--- src/rtl/ts_stream_aligner.sv ---
// MPEG-TS sync acquisition with lock/unlock hysteresis, byte indexing, NM/HEM sync-byte handling
// and a show-ahead FIFO with sticky overflow.
module ts_stream_aligner #(
    parameter int         PKT_LEN    = 188,
    parameter logic [7:0] SYNC_BYTE  = 8'h47,
    parameter int         LOCK_CNT   = 3,
    parameter int         UNLOCK_CNT = 3,
    parameter int         FIFO_DEPTH = 64
) (
    input  logic                          DCLK_IN,
    input  logic                          RST,
    input  logic [7:0]                    DATA_IN,
    input  logic                          DVALID_IN,
    input  logic                          NM_or_HEM,
    input  logic                          RD_REQ,
    output logic [7:0]                    DATA_OUT,
    output logic [7:0]                    BYTE_INDEX,
    output logic                          EMPTY,
    output logic                          SYNC_FOUND,
    output logic                          OVERFLOW,
    output logic [$clog2(FIFO_DEPTH):0]   FILL_LEVEL
);
    localparam int         AW       = $clog2(FIFO_DEPTH);
    localparam logic [7:0] LAST_POS = 8'(PKT_LEN - 1);
    localparam logic [7:0] LOCK_N   = 8'(LOCK_CNT);
    localparam logic [7:0] UNLOCK_N = 8'(UNLOCK_CNT);
    localparam logic [AW:0] FULL_LVL = (AW + 1)'(FIFO_DEPTH);

    typedef enum logic [1:0] {ST_HUNT, ST_VERIFY, ST_LOCK} state_t;

    function automatic logic [7:0] crc8_byte(input logic [7:0] crc, input logic [7:0] data);
        logic [7:0] c;
        logic       fb;
        c = crc;
        for (int i = 7; i >= 0; i--) begin
            fb = c[7] ^ data[i];
            c  = {c[6:0], 1'b0} ^ (fb ? 8'hD5 : 8'h00);
        end
        return c;
    endfunction

    logic       in_valid_reg, in_mode_reg;
    logic [7:0] in_data_reg;

    state_t     state_reg, state_next;
    logic [7:0] pos_reg, pos_next;
    logic [7:0] good_reg, good_next;
    logic [7:0] miss_reg, miss_next;
    logic [7:0] crc_reg, crc_next;

    logic [7:0]  cur_pos;
    logic        at_sync_pos, is_sync, flush, write_ok, wr_en;
    logic [15:0] wr_word;

    assign cur_pos     = (pos_reg == LAST_POS) ? 8'd0 : pos_reg + 8'd1;
    assign at_sync_pos = (cur_pos == 8'd0);
    assign is_sync     = (in_data_reg == SYNC_BYTE);

    always_ff @(posedge DCLK_IN or negedge RST) begin
        if (!RST) begin
            in_valid_reg <= 1'b0;
            in_mode_reg  <= 1'b0;
            in_data_reg  <= 8'd0;
            state_reg    <= ST_HUNT;
            pos_reg      <= 8'd0;
            good_reg     <= 8'd0;
            miss_reg     <= 8'd0;
            crc_reg      <= 8'd0;
        end else begin
            in_valid_reg <= DVALID_IN;
            in_mode_reg  <= NM_or_HEM;
            in_data_reg  <= DATA_IN;
            state_reg    <= state_next;
            pos_reg      <= pos_next;
            good_reg     <= good_next;
            miss_reg     <= miss_next;
            crc_reg      <= crc_next;
        end
    end

    always_comb begin
        state_next = state_reg;
        pos_next   = pos_reg;
        good_next  = good_reg;
        miss_next  = miss_reg;
        crc_next   = crc_reg;
        flush      = 1'b0;
        write_ok   = 1'b0;
        wr_en      = 1'b0;
        wr_word    = 16'd0;
        if (in_valid_reg) begin
            case (state_reg)
                ST_HUNT: begin
                    if (is_sync) begin
                        state_next = ST_VERIFY;
                        pos_next   = 8'd0;
                        good_next  = 8'd1;
                        crc_next   = 8'd0;
                    end
                end
                ST_VERIFY: begin
                    pos_next = cur_pos;
                    crc_next = at_sync_pos ? 8'd0 : crc8_byte(crc_reg, in_data_reg);
                    if (at_sync_pos) begin
                        if (!is_sync) begin
                            flush = 1'b1;
                        end else if (good_reg + 8'd1 == LOCK_N) begin
                            state_next = ST_LOCK;
                            miss_next  = 8'd0;
                            write_ok   = 1'b1;
                        end else begin
                            good_next = good_reg + 8'd1;
                        end
                    end
                end
                ST_LOCK: begin
                    pos_next = cur_pos;
                    crc_next = at_sync_pos ? 8'd0 : crc8_byte(crc_reg, in_data_reg);
                    write_ok = 1'b1;
                    // Flywheel: the pos=0 slot is a sync whatever it holds; only repeated misses unlock.
                    if (at_sync_pos) begin
                        if (is_sync) begin
                            miss_next = 8'd0;
                        end else if (miss_reg + 8'd1 == UNLOCK_N) begin
                            flush    = 1'b1;
                            write_ok = 1'b0;
                        end else begin
                            miss_next = miss_reg + 8'd1;
                        end
                    end
                end
                default: state_next = ST_HUNT;
            endcase
            if (flush) begin
                state_next = ST_HUNT;
                pos_next   = 8'd0;
                good_next  = 8'd0;
                miss_next  = 8'd0;
                crc_next   = 8'd0;
            end
            wr_en   = write_ok && (!at_sync_pos || !in_mode_reg);
            wr_word = at_sync_pos ? {8'd0, crc_reg} : {cur_pos, in_data_reg};
        end
    end

    // FIFO: words live in mem until moved into the head register (show-ahead output).
    logic [15:0]   mem [FIFO_DEPTH];
    logic [AW-1:0] wr_ptr_reg, rd_ptr_reg;
    logic [AW:0]   fill_reg, fill_next;
    logic          head_valid_reg, overflow_reg;
    logic [7:0]    data_out_reg, index_reg;
    logic          full, pop, wr_acc, mem_has, load_head;

    assign full      = (fill_reg == FULL_LVL);
    assign pop       = RD_REQ && head_valid_reg;
    assign wr_acc    = wr_en && (!full || pop);
    assign mem_has   = (fill_reg != {{AW{1'b0}}, head_valid_reg});
    assign load_head = (!head_valid_reg || pop) && mem_has;

    always_comb begin
        fill_next = fill_reg;
        if (wr_acc && !pop) begin
            fill_next = fill_reg + 1'b1;
        end else if (!wr_acc && pop) begin
            fill_next = fill_reg - 1'b1;
        end
    end

    always_ff @(posedge DCLK_IN) begin
        if (wr_acc) begin
            mem[wr_ptr_reg] <= wr_word;
        end
    end

    always_ff @(posedge DCLK_IN or negedge RST) begin
        if (!RST) begin
            wr_ptr_reg     <= '0;
            rd_ptr_reg     <= '0;
            fill_reg       <= '0;
            head_valid_reg <= 1'b0;
            overflow_reg   <= 1'b0;
            data_out_reg   <= 8'd0;
            index_reg      <= 8'd0;
        end else if (flush) begin
            wr_ptr_reg     <= '0;
            rd_ptr_reg     <= '0;
            fill_reg       <= '0;
            head_valid_reg <= 1'b0;
            overflow_reg   <= 1'b0;
        end else begin
            fill_reg <= fill_next;
            if (wr_acc) begin
                wr_ptr_reg <= wr_ptr_reg + 1'b1;
            end
            if (wr_en && !wr_acc) begin
                overflow_reg <= 1'b1;
            end
            if (load_head) begin
                {index_reg, data_out_reg} <= mem[rd_ptr_reg];
                rd_ptr_reg     <= rd_ptr_reg + 1'b1;
                head_valid_reg <= 1'b1;
            end else if (pop) begin
                head_valid_reg <= 1'b0;
            end
        end
    end

    assign DATA_OUT   = data_out_reg;
    assign BYTE_INDEX = index_reg;
    assign EMPTY      = !head_valid_reg;
    assign SYNC_FOUND = (state_reg == ST_LOCK);
    assign OVERFLOW   = overflow_reg;
    assign FILL_LEVEL = fill_reg;
endmodule

--- config.mk ---
export PLATFORM = sky130hd
export DESIGN_NAME = ts_stream_aligner
export DESIGN_NICKNAME = d
export VERILOG_FILES = /design/src/rtl/ts_stream_aligner.sv
export SDC_FILE = /design/constraint.sdc
export NUM_CORES = 1
export LEC_CHECK = 0
export CAP_MARGIN = 20
export CORE_MARGIN = 3
export CORE_UTILIZATION = 35
export CTS_CLUSTER_SIZE = 16
export DETAILED_ROUTE_END_ITERATION = 8
export DONT_BUFFER_PORTS = 1
export GPL_TIMING_DRIVEN = 0
export PLACE_DENSITY = 0.55
export SYNTH_ARGS = -nofsm -noshare
export SYNTH_HDL_FRONTEND = slang
export SYNTH_SLANG_ARGS = --single-unit
--- constraint.sdc ---
create_clock -name DCLK_IN -period 10.5 [get_ports DCLK_IN]
set_input_delay 1.575 -clock DCLK_IN [delete_from_list [all_inputs] [get_ports DCLK_IN]]
set_output_delay 1.575 -clock DCLK_IN [all_outputs]
set_load 0.03 [all_outputs]
==> results.cfg <==
[run_status]
status = finished clean

[power]
pwr-share-seq_pct = 39.5
p_sw_mw = 4.19
power_frac_clock_pct = 29.8
leakage_nw = 16.7
combPwrFrac_pct = 30.7
swShare_pct = 31.7
internal_power_mw = 9.04
power_density_mw_per_mm2 = 257
ir_worst_vdd_mv = 0.176

[routing]
routed_wl_mm = 107
viasPerCell = 5.33
drtPass1Iterations = 6
drcViolationCount = 0
drt-initial-drc-count = 2193
final_antenna_net_count = 0
avgRoutedWirePerCell_um = 26.9
vias = 21100

[run]
maxCapViolCount = 0

[clocking]
numClockSinks = 1105
htreeDepth = 3
cts_setup_buffers = 0
clk_pin_slew_ns = 0.06
cts_made_buffers = 111
cts-resized-gates = 0
cts_tree = done
clk_root_buffer_cell = clkbuf_16
cts_max_path_buffers = 3
clk-insertion-delay-late_ns = 0.70
cts_hold_buf = 0

[placement]
routabilityCongestion = 0.868
portBuffers = 0
hpwl_mm = 74.8

[logic_synthesis]
synth.avg_cell_area_um2 = 21.6
synth-seq-cells = 1105
synth_edf_count = 1024
yosysWarnings = 0
synth-xor-area-share_pct = 0.917
synth_fa_ha_area_share_pct = 0.558
synth_area_mm2 = 0.0440
synth_compound_area_share_pct = 1.82
syn-num-nets = 2068
yosys.area_share.simple_pct = 2.95
synthMuxAreaShare_pct = 17.9
ys.flop_type = edfxtp_1
netlist_instances = 2036
synth_cell_types = 71
synth_top_family_by_area = multiplexers
yosysSeqAreaShare_pct = 74.6
async_reset_ff_share_pct = 7.33

[final_layout]
largest_reg_flops = 1024
regMostFlops = mem
layout-drive-gt1-share_pct = 32.1
nets = 2267
multi_input_area_mm2 = 0.0109
seqCellArea_mm2 = 0.0328
fillers = 10600
area_growth_pct = 17.0

[global_route]
grt-ovfl-total = 0
antenna_found_initial = 12
grt.total_usage_pct = 16.4
grt_max_degree = 82
grt_pass1_vias = 21900
grt_pass1_wl_mm = 155

[setup_path]
cp.depth = 12
critPathSlowestCell = nor2_2
path_class = register to register
r2r_start = pos_reg[0]
path_delay_family = simple AND/OR/NAND/NOR gates
critPathMaxFanout = 16
critPathArrivalTime_ns = 5.13
ff2ff_path_depth = 12
path_cells = ha_1 > or4_1 > o41ai_1 > o2111a_1 > and2_1 > buf_6 > a211o_2 > and2_1 > buf_6 > buf_4 > nand4b_2 > nor2_2
cp-end-kind = register
worstSetupStartpoint = pos_reg[0]
startpoint_type = register
cp_data_required_time_ns = 10.80
worst-path-buf-inv = 3
cp_slowest_stage_delay_ns = 1.05

[timing]
rsz0062_at_grt = false
setup_viol = 0
worst_pin_slew_ns = 1.04
fin_crit_ns = 4.83
fin_worst_skew_ns = 0.0272
fmaxAchievable_ghz = 0.207
setup-tns-final_ns = 0
hold_viol_final = 0
finalHoldWorstSlack_ns = 0.538
slew_viol_final = 0
min_period_over_period_pct = 46.0
relSlewSlack_pct = 30.3

[floorplanning]
start_util_pct = 35.4
chipHeight_um = 360
io_pins = 39
die_x_um = 360
coreArea_mm2 = 0.124
die_area_mm2 = 0.130
num_rows = 129

[hold_path]
min_path_type = register to register
hold_start = state_reg[1]
whs_path_depth = 2
[worst paths after layout]
kind                            endpoint  slack [ns]
max                          mem[35][14]        5.67
min reg2reg                 state_reg[1]        0.54
max reg2reg                  mem[35][14]        5.67
min in group asynchronous    miss_reg[6]        0.58
min                         state_reg[1]        0.54
max in group asynchronous  BYTE_INDEX[1]        9.73
[cells in the mapped netlist (4+ instances only)]
library cell	instances	area share [%]
a211o_1	4	0.080
a31oi_1	6	0.085
a21boi_0	9	0.15
ha_1	18	0.51
mux4_2	336	17
inv_1	13	0.11
mux2i_1	7	0.16
or3_1	4	0.057
o21ai_0	15	0.17
a211oi_1	7	0.12
xnor2_1	32	0.64
buf_2	38	0.43
dfrtp_1	81	4.6
nand2b_1	4	0.057
xor2_1	14	0.28
nor2b_1	9	0.13
a311oi_1	4	0.080
o21ai_1	9	0.10
a21o_1	4	0.068
o31ai_1	9	0.15
edfxtp_1	1024	70
and3_1	12	0.17
buf_1	12	0.10
clkbuf_1	61	0.52
a32o_1	4	0.091
mux2_2	19	0.49
or4_1	4	0.068
nand3_1	25	0.28
nor2_1	90	0.77
nand2_1	70	0.60
nand4_1	8	0.11
nor3_1	11	0.13
a21oi_1	15	0.17
[worst reg2reg max path: stages (launching register included)]
cell      delay, ns
dfrtp_1        0.49
ha_1           0.31
or4_1          0.54
o41ai_1        0.09
o2111a_1       0.30
and2_1         0.17
buf_6          0.12
a211o_2        0.23
and2_1         0.17
buf_6          0.14
buf_4          0.20
nand4b_2       0.61
nor2_2         1.06
[power groups by stage]
stage / logic, mW / registers (mW) / clock network, mW
finish: 4.06 / 5.23 / 3.94
global route: 4.30 / 5.24 / 4.22
CTS: 4.09 / 5.23 / 4.04
detailed placement: 4.08 / 5.32 / 0
global placement: 3.92 / 5.37 / 0
floorplan: 2.55 / 5.29 / 0
[logic make-up (layout without fill, tap and decap cells)]
family	after synthesis	count (layout)
AND/OR/NAND/NOR	266	266
adder cells (fa/ha/maj)	19	19
flip-flops	1105	1105
multiplexers	363	363
buffers and inverters	130	423
other	0	2
XOR/XNOR	46	46
AO/OA/AOI/OAI	107	107
[cell type report]
type / instances / share of cell area [%]
timing repair buffer: 86 / 2.90
antenna: 2 / 0.00973
inverter: 13 / 0.0949
sequential: 1105 / 63.7
multi-input combinational: 801 / 21.2
clock inverter: 72 / 1.40
buffer: 117 / 1.01
clock buffer: 135 / 5.68
tap: 1637 / 3.98
[cell usage in the layout (no fill, tap or decap), types with 32 or more instances in the layout]
cell type / instances
buf_2: 38
buf_8: 47
clkbuf_1: 81
clkbuf_16: 112
dfrtp_1: 81
edfxtp_1: 1024
mux4_2: 336
nand2_1: 70
nor2_2: 64
xnor2_1: 32
[per-layer routing]
layer	GRT usage, %	up-vias	wire [µm]
met5	0	-	13
met1	22.6	11400	44600
met3	3.99	146	8030
li1	-	8927	-
met2	26.1	693	51400
met4	4.65	2	2640
[through the flow]
step                      util [%]  worst slack, ns  power (mW)  instance area, µm²  cells
after CTS                     41.4             5.69        13.4               51400   3966
after global routing          41.4             5.35        13.8               51400   3967
after global placement        37.1            0.570        9.29               46000   3673
after detailed placement      38.5             5.73        9.40               47800   3759
after floorplan                  -             5.17        7.85               44000   2036
final                         41.4             5.67        13.2               51400   3968
Power figures use the tool's default switching activity.
